$ cat src/rtl/hub75_scan_ctrl.sv
// HUB75 LED panel scan controller: shifts one row of pixels, blanks,
// latches, then displays it for a fixed on-time before the next row.
module hub75_scan_ctrl #(
  parameter int COLS      = 32,
  parameter int ADDR_W    = 3,
  parameter int CLK_DIV   = 6,
  parameter int BLANK_CYC = 4,
  parameter int ON_CYC    = 256
) (
  input  logic                     Clkin,
  input  logic                     Rstn,
  input  logic                     en,
  input  logic [5:0]               pix_rgb,
  output logic [$clog2(COLS)-1:0]  pix_col,
  output logic [ADDR_W-1:0]        pix_row,
  output logic                     R1,
  output logic                     G1,
  output logic                     B1,
  output logic                     R2,
  output logic                     G2,
  output logic                     B2,
  output logic                     PClk,
  output logic                     Lat,
  output logic                     OEn,
  output logic [ADDR_W-1:0]        A,
  output logic                     frame_done
);

  localparam int CW = $clog2(COLS);
  localparam int SW = $clog2(2 * CLK_DIV);
  localparam int PW = $clog2(BLANK_CYC + ON_CYC + 2);

  localparam logic [SW-1:0] SC_LAST = SW'(2 * CLK_DIV - 1);
  localparam logic [SW-1:0] SC_HI   = SW'(CLK_DIV);
  localparam logic [SW-1:0] SC_CAP  = SW'(1);
  localparam logic [CW-1:0] COL_LAST = CW'(COLS - 1);
  localparam logic [PW-1:0] BLK_LAST = PW'(BLANK_CYC - 1);
  localparam logic [PW-1:0] LAT_LAST = PW'(1);
  localparam logic [PW-1:0] ON_LAST  = PW'(ON_CYC - 1);

  localparam logic [2:0] IDLE    = 3'd0;
  localparam logic [2:0] SHIFT   = 3'd1;
  localparam logic [2:0] BLANK   = 3'd2;
  localparam logic [2:0] LATCH   = 3'd3;
  localparam logic [2:0] DISPLAY = 3'd4;

  logic [2:0]        state_q, state_d;
  logic [SW-1:0]     sc_q, sc_d;
  logic [CW-1:0]     col_q, col_d;
  logic [ADDR_W-1:0] row_q, row_d;
  logic [PW-1:0]     pc_q, pc_d;
  logic [ADDR_W-1:0] a_q, a_d;
  logic [5:0]        rgb_q, rgb_d;
  logic              pclk_q, pclk_d;
  logic              lat_q, lat_d;
  logic              oen_q, oen_d;
  logic              fd_q, fd_d;

  always_comb begin
    state_d = state_q;
    sc_d    = sc_q;
    col_d   = col_q;
    row_d   = row_q;
    pc_d    = pc_q;
    a_d     = a_q;
    rgb_d   = rgb_q;
    fd_d    = 1'b0;
    unique case (state_q)
      IDLE: begin
        if (en) begin
          state_d = SHIFT;
          sc_d    = '0;
          col_d   = '0;
        end
      end
      SHIFT: begin
        if (sc_q == SC_LAST) begin
          sc_d = '0;
          if (col_q == COL_LAST) begin
            state_d = BLANK;
            pc_d    = '0;
            a_d     = row_q;
          end else begin
            col_d = col_q + CW'(1);
          end
        end else begin
          sc_d = sc_q + SW'(1);
        end
      end
      BLANK: begin
        if (pc_q == BLK_LAST) begin
          state_d = LATCH;
          pc_d    = '0;
        end else begin
          pc_d = pc_q + PW'(1);
        end
      end
      LATCH: begin
        if (pc_q == LAT_LAST) begin
          state_d = DISPLAY;
          pc_d    = '0;
        end else begin
          pc_d = pc_q + PW'(1);
        end
      end
      DISPLAY: begin
        if (pc_q == ON_LAST) begin
          pc_d    = '0;
          sc_d    = '0;
          col_d   = '0;
          row_d   = row_q + ADDR_W'(1);
          fd_d    = (row_q == '1);
          state_d = en ? SHIFT : IDLE;
        end else begin
          pc_d = pc_q + PW'(1);
        end
      end
      default: state_d = IDLE;
    endcase
    // Source answers one cycle after pix_col changes
    if (state_q == SHIFT && sc_q == SC_CAP) begin
      rgb_d = pix_rgb;
    end
    pclk_d = (state_d == SHIFT) && (sc_d >= SC_HI);
    lat_d  = (state_d == LATCH);
    oen_d  = (state_d != DISPLAY);
  end

  always_ff @(posedge Clkin or negedge Rstn) begin
    if (!Rstn) begin
      state_q <= IDLE;
      sc_q    <= '0;
      col_q   <= '0;
      row_q   <= '0;
      pc_q    <= '0;
      a_q     <= '0;
      rgb_q   <= '0;
      pclk_q  <= 1'b0;
      lat_q   <= 1'b0;
      oen_q   <= 1'b1;
      fd_q    <= 1'b0;
    end else begin
      state_q <= state_d;
      sc_q    <= sc_d;
      col_q   <= col_d;
      row_q   <= row_d;
      pc_q    <= pc_d;
      a_q     <= a_d;
      rgb_q   <= rgb_d;
      pclk_q  <= pclk_d;
      lat_q   <= lat_d;
      oen_q   <= oen_d;
      fd_q    <= fd_d;
    end
  end

  assign pix_col    = col_q;
  assign pix_row    = row_q;
  assign {R1, G1, B1, R2, G2, B2} = rgb_q;
  assign PClk       = pclk_q;
  assign Lat        = lat_q;
  assign OEn        = oen_q;
  assign A          = a_q;
  assign frame_done = fd_q;

endmodule
$ cat config.mk
export PLATFORM = sky130hd
export DESIGN_NAME = hub75_scan_ctrl
export DESIGN_NICKNAME = d
export VERILOG_FILES = /design/src/rtl/hub75_scan_ctrl.sv
export SDC_FILE = /design/constraint.sdc
export NUM_CORES = 1
export LEC_CHECK = 0
export ABC_CLOCK_PERIOD_IN_PS = 2890
export CORE_UTILIZATION = 30
export CTS_CLUSTER_DIAMETER = 150
export DETAILED_ROUTE_END_ITERATION = 12
export GPL_TIMING_DRIVEN = 0
export SLEW_MARGIN = 20
export SYNTH_ARGS = -nofsm -noshare
export SYNTH_HDL_FRONTEND = slang
export SYNTH_SLANG_ARGS = --single-unit
$ cat constraint.sdc
create_clock -name Clkin -period 2.89 [get_ports Clkin]
set_input_delay 0.289 -clock Clkin [delete_from_list [all_inputs] [get_ports Clkin]]
set_output_delay 0.289 -clock Clkin [all_outputs]
set_load 0.05 [all_outputs]
==> qor.yml, run 1 <==
job:
  number_of_maximum_capacitance_violations: 0
clock_network:
  cts_tree: "yes"
  cts_inserted_buffers: 5
  cts_setup_buffers: 0
  worstSkewPairLatency_ps: 280
  path_clk_slew_ps: 80
  post_cts_resize_count: 0
  cts-root-buf: "clkbuf_8"
  clkSinkCount: 37
  clock_tree.htree_level_count: 2
  cts_buffer_depth: 2
die:
  dieHeight_um: 84.0
  floorplan.rows: 29
  floorplan.io_pins: 30
  starting_density_of_the_core_pct: 31.4
  fp.coreArea_um2: 6420
  die_area_um2: 7060
  die_w_um: 84.0
logic_synthesis:
  synth.largest_area_cell: "dfrtp_1"
  sequential_to_total_area_share_from_yosys_stat_pct: 45.9
  synth.top_cells.by_area: "dfrtp_1 45%, ha_1 6.8%, mux2_2 6.7%"
  most_frequently_used_flop_master_after_synthesis: "dfrtp_1"
  synthesis.area_per_instance_um2: 11.0
  async_s_r_ff_share_synth_pct: 100
  synth-edff-count: 0
  synth_area_um2: 2020
  synth.distinct_cells: 54
  synthDominantCellAreaShare_pct: 44.6
  synth_warnings: 0
  synth_common_cells: "36 x dfrtp_1, 12 x mux2_2, 11 x ha_1, 11 x inv_1, 11 x nand2_1"
  ys_seq_elements: 37
  syn-instance-count: 183
  post-synth-top-count-cell: "dfrtp_1"
  syn_nets: 203
cells_and_area:
  final_design_area_no_fill_um2: 2570
  nets: 241
  finish.cell_count_without_fillers: 299
  multi_input_area_um2: 993
  layout-drive-gt1-share_pct: 16.2
  nFillCells: 617
  syn_to_final_growth_pct: 27.4
  area.sequential_um2: 927
  n_antenna_cell: 0
placement:
  gp_congestion: 0.752
  place.port_buffers: 29
  detailed_place.area_um2: 2430
  detailed_place_hpwl_um: 2870
  dp.cells: 290
setup_path:
  timing.critical_path.from_type: "flop"
  crit_fanout: 8
  crit_required_ps: 3080
  r2r_cells: 9
  critical_path_class: "flop to flop"
  crit_path_end_kind: "flop"
  cp.arrival_ps: 2630
global_route:
  grt_pass1_wl_um: 7000
  first_global_vias: 1525
  grtUsageTotal_pct: 12.3
  grt.overflow.total: 0
  grt_start_max_net_pins: 21
  grt_antenna_before_repair: 0
drt:
  viasPerCell: 4.92
  drt_wl_total_um: 3770
  drt_pass1_iterations: 8
  wl_per_cell_um: 12.6
  drt-initial-drc-count: 63
  route.vias.total: 1471
  count_of_unresolved_drc_violations_after_routing: 6
  route.antenna.remaining_nets: 0
sta:
  number_of_max_slew_violations_in_the_final_report: 0
  setup_viol: 0
  worst_slew_pin_slew_ps: 503
  unrepaired_setup_endpoints_after_global_routing: "false"
  final.setup_skew_ps: 6.15
  fin_crit_ps: 2440
  final_min_period_over_clock_period_pct: 84.4
  slew_headroom_pct: 66.4
  final.setup.tns_ps: 0
  maxClockFrequency_mhz: 410
  finalHoldViolations: 0
power_and_ir_drop:
  max-vdd-ir-drop_uv: 266
  power_density_nw_per_um2: 430
  static-leakage-power_nw: 1.12
status:
  violations_in_the_final_reports: "design-rule violations"
  outcome: "finished with violations"
worst_hold_path:
  timing.hold.worst.class: "input port to asynchronous set/reset pin"
## what timing repair did
item | in CTS | in global routing
endpoints found under the setup margin | 0 | 0
hold endpoints to repair | 17 | 0
hold buffers | 1 | 0
## flip-flops by register name, indices dropped and copies added (netlist names)
name        count
A               3
state_q         3
frame_done      1
PClk            1
rgb_q           6
sc_q            4
Lat             1
pc_q            9
pix_col         5
pix_row         3
OEn             1
## area by class of cell
cell class,instances,share of cell area (%)
plain buffers,6,2.19
inverters,11,1.61
multi-input cells,129,38.6
flip-flops and latches,37,36.1
well taps,77,3.75
clock buffers,5,2.68
repair buffers,31,12.6
clock inverters,3,2.53
## through the flow
stage,hold slack [ps],power [mW],worst slack (ps),utilization (%)
floorplan,-6.59,0.553,591,-
global placement,484,0.584,467,37.4
detailed placement,266,0.588,453,37.8
CTS,482,1.13,426,40.0
global route,506,1.15,218,40.0
finish,479,1.11,450,40.0
## cell usage in the layout, fill, tap and decap left out, types with 2 or more instances in the layout
cell / n
bufinv_16: 2
nand4bb_1: 2
clkbuf_8: 5
nand2b_1: 10
a31oi_1: 4
nor2_1: 7
mux2i_1: 2
o21ai_0: 8
o31ai_1: 2
or3_1: 2
ha_1: 11
dfrtp_1: 36
and3_1: 4
a22oi_1: 5
mux2_2: 12
a21oi_1: 3
buf_6: 4
nand2_1: 11
clkdlybuf4s50_1: 28
a21o_1: 4
o21ai_1: 2
o21a_1: 3
inv_1: 11
nand3_1: 7
## routing by layer
metal	GRT usage, %	up-vias	part of all wire (%)
met4	3.61	0	0.77
met3	2.77	4	3.0
met1	16.0	707	49
li1	-	740	-
met2	20.5	20	47
met5	0	-	0
## final timing paths
check	from	to	slack [ps]
setup / recovery	pc_q[0]$_DFFE_PN0P_	pix_col[3]$_DFFE_PN0P_	450
hold / removal	Rstn	rgb_q[3]$_DFFE_PN0P_	480
setup reg to reg	pc_q[0]$_DFFE_PN0P_	pix_col[3]$_DFFE_PN0P_	450
hold reg to reg	rgb_q[4]$_DFFE_PN0P_	rgb_q[4]$_DFFE_PN0P_	510
max in group asynchronous	Rstn	OEn$_DFF_PN1_	1880
min in group Clkin	rgb_q[4]$_DFFE_PN0P_	rgb_q[4]$_DFFE_PN0P_	510
## logic make-up after synthesis
logic type	Yosys count	synth area share (%)
flip-flops	37	45.9
buffers and inverters	17	4.84
AO/OA/AOI/OAI	45	16.9
multiplexers	15	8.25
adder cells (fa/ha/maj)	11	6.82
XOR/XNOR	1	0.434
AND/OR/NAND/NOR	57	16.9
## worst max-delay path, stage by stage (launching register included)
cell and delay (ps):
dfrtp_1 450, ha_1 180, nand3_1 140, nor2_1 130, and3_1 190, ha_1 230, nand3b_1 160, a221oi_4 460
mux2_1 360, o31ai_1 70
## power breakdown
part / total, mW / internal [mW] / switching, mW
clock: 0.528 / 0.343 / 0.185
sequential: 0.523 / 0.522 / 0.00186
combinational: 0.0537 / 0.0234 / 0.0303
total: 1.11 / 0.888 / 0.218
Power figures use the tool's default switching activity.
==> run 2, diff against run 1 <==
ABC_CLOCK_PERIOD_IN_PS = 2400   (was 2890)
clock period = 2.4 ns   (was 2.89 ns; I/O delays follow)
==> qor.yml, run 2 (synthesis results as in run 1) <==
die:
  floorplan.rows: 29  # unchanged
  starting_density_of_the_core_pct: 31.4  # unchanged
  die_area_um2: 7060  # unchanged
  die_w_um: 84.0  # unchanged
  fp.coreArea_um2: 6420  # unchanged
  floorplan.io_pins: 30  # unchanged
  dieHeight_um: 84.0  # unchanged
sta:
  fin_crit_ps: 2240  # was 2440 ps
  slew_headroom_pct: 66.4  # about the same
  setup_viol: 0  # unchanged
  finalHoldViolations: 0  # unchanged
  final.setup.tns_ps: 0  # unchanged
  maxClockFrequency_mhz: 446  # was 410 MHz
  final_min_period_over_clock_period_pct: 93.5  # was 84.4%
  worst_slew_pin_slew_ps: 503  # about the same
  number_of_max_slew_violations_in_the_final_report: 0  # unchanged
  final.setup_skew_ps: 5.04  # was 6.15 ps
  postLayoutSetupSlackWorst_ps: 156  # was 450 ps
drt:
  count_of_unresolved_drc_violations_after_routing: 6  # unchanged
  viasPerCell: 4.93  # was 4.92
  drt_wl_total_um: 3910  # was 3770 µm
  wl_per_cell_um: 12.9  # was 12.6 µm
  drt_pass1_iterations: 8  # unchanged
  route.vias.total: 1494  # was 1471
  route.antenna.remaining_nets: 0  # unchanged
  drt-initial-drc-count: 57  # was 63
setup_path:
  crit_path_end_kind: "flop"  # unchanged
  minimum_setup_slack_among_reg_to_reg_paths_ps: 160  # was 450 ps
  timing.critical_path.from_type: "flop"  # unchanged
  cp.arrival_ps: 2430  # was 2630 ps
  regToRegStartpoint: "pc_q[1]$_DFFE_PN0P_"  # was pc_q[0]$_DFFE_PN0P_
  critical_path.reg2reg.endpoint: "pix_col[3]$_DFFE_PN0P_"  # unchanged
  r2r_cells: 9  # unchanged
  critical_path_class: "flop to flop"  # unchanged
  crit_fanout: 5  # was 8
  crit_required_ps: 2590  # was 3080 ps
global_route:
  grt.overflow.total: 0  # unchanged
  first_global_vias: 1526  # was 1525
  grt_pass1_wl_um: 7030  # was 7000 µm
  grt_antenna_before_repair: 0  # unchanged
  grt_start_max_net_pins: 21  # unchanged
  grtUsageTotal_pct: 12.4  # was 12.3%
power_and_ir_drop:
  power_density_nw_per_um2: 507  # was 430 nW/µm²
  p_total_mw: 1.33  # was 1.11 mW
  static-leakage-power_nw: 1.14  # was 1.12 nW
  max-vdd-ir-drop_uv: 320  # was 266 µV
cells_and_area:
  syn_to_final_growth_pct: 30.1  # was 27.4%
  final_design_area_no_fill_um2: 2630  # was 2570 µm²
  n_antenna_cell: 0  # unchanged
  util_after_layout_pct: 40.9  # was 40.0%
  max_flop_register: "pc_q"  # unchanged
  layout.cells.most_common_list: "35 x dfrtp_1, 28 x clkdlybuf4s50_1, 12 x mux2_2"  # was 36 x dfrtp_1, 28 x clkdlybuf4s50_1, 12 x mux2_2
  nets: 245  # was 241
  layout-drive-gt1-share_pct: 19.5  # was 16.2%
  largest_reg_flops: 9  # unchanged
  layout.cells.most_common: "dfrtp_1"  # unchanged
placement:
  gp_congestion: 0.752  # unchanged
  place.port_buffers: 29  # unchanged
  detailed_place_hpwl_um: 2870  # unchanged
  detailed_place.area_um2: 2430  # unchanged
  placement.setup.worst_slack_ps: -37.1  # was 453 ps
clock_network:
  clock_tree.htree_level_count: 2  # unchanged
  cts_buffer_depth: 2  # unchanged
  cts_tree: "yes"  # unchanged
  cts-root-buf: "clkbuf_8"  # unchanged
  clkSinkCount: 37  # unchanged
  worstSkewPairLatency_ps: 280  # about the same
  path_clk_slew_ps: 80  # about the same
  cts_inserted_buffers: 5  # unchanged
job:
  number_of_maximum_capacitance_violations: 0  # unchanged
worst_hold_path:
  timing.hold.worst.class: "input port to asynchronous set/reset pin"  # unchanged
status:
  outcome: "finished with violations"  # unchanged
  violations_in_the_final_reports: "design-rule violations"  # unchanged
==> run 2: area by class of cell <==
cell class | instances | area [µm²]
multi-input cells | 129 | 1020
clock buffers | 5 | 68.8
clock inverters | 3 | 65.1
well taps | 77 | 96.3
repair buffers | 35 | 353
plain buffers | 6 | 56.3
inverters | 11 | 41.3
fillers | 615 | 3800
flip-flops and latches | 37 | 928
==> run 2: stage by stage <==
step / hold WS, ps / std cells
finish: 431 / 303
global route: 457 / 303
CTS: 433 / 300
detailed placement: 217 / 290
global placement: 484 / 289
floorplan: -55.6 / 183
==> run 2: where the power goes <==
part	internal [mW]	total, mW	leakage (nW)	switching [mW]
combinational	0.0281	0.0648	0.591	0.0367
clock	0.413	0.635	0.0681	0.222
sequential	0.628	0.630	0.483	0.00224
==> run 2: worst max path at each step <==
| stage | from | end | slack, ps | cells after the start |
|---|---|---|---|---|
| 6_report | pc_q[1]$_DFFE_PN0P_ | pix_col[3]$_DFFE_PN0P_ | 160 | 9 |
| 5_1_grt | pc_q[1]$_DFFE_PN0P_ | pix_col[3]$_DFFE_PN0P_ | -4 | 9 |
| 4_1_cts | pc_q[0]$_DFFE_PN0P_ | pix_col[3]$_DFFE_PN0P_ | 30 | 9 |
| 3_5_place_dp | pc_q[0]$_DFFE_PN0P_ | pix_col[3]$_DFFE_PN0P_ | -40 | 9 |
| 3_3_place_gp | pc_q[0]$_DFFE_PN0P_ | pix_col[3]$_DFFE_PN0P_ | -20 | 9 |
| 2_1_floorplan | pix_col[0]$_DFFE_PN0P_ | pix_col[3]$_DFFE_PN0P_ | 100 | 7 |
==> run 2: critical path: stages, from the launching register on <==
cell	delay [ps]
dfrtp_1	410
ha_1	180
nand3_2	110
nor2_1	130
and3_4	210
ha_4	140
nand3b_1	140
a221oi_4	410
mux2_1	350
o31ai_1	70
==> run 2: per-layer routing <==
| metal | global-route usage, % | part of all wire (%) | up-vias |
|---|---|---|---|
| li1 | - | - | 749 |
| met1 | 16.1 | 48 | 721 |
| met2 | 20.7 | 49 | 20 |
| met3 | 2.77 | 2.9 | 4 |
| met4 | 3.61 | 0.74 | 0 |
| met5 | 0 | 0 | - |
==> run 2: repair_timing <==
item                       in CTS  in global routing
hold endpoints to repair       17                  0
setup endpoints to repair       1                  8
pin swaps                       1                  1
buffers inserted                1                  3
gates resized for setup         0                  5
hold buffers                    1                  0
==> run 3, diff against run 2 <==
CTS_CLUSTER_SIZE = 28   (was default)
GPL_ROUTABILITY_DRIVEN = 0   (was default)
HOLD_SLACK_MARGIN = 0.1   (was default)
==> results of run 3 <==
Same layout as run 2: the final DEF is identical, and so are final timing and power.
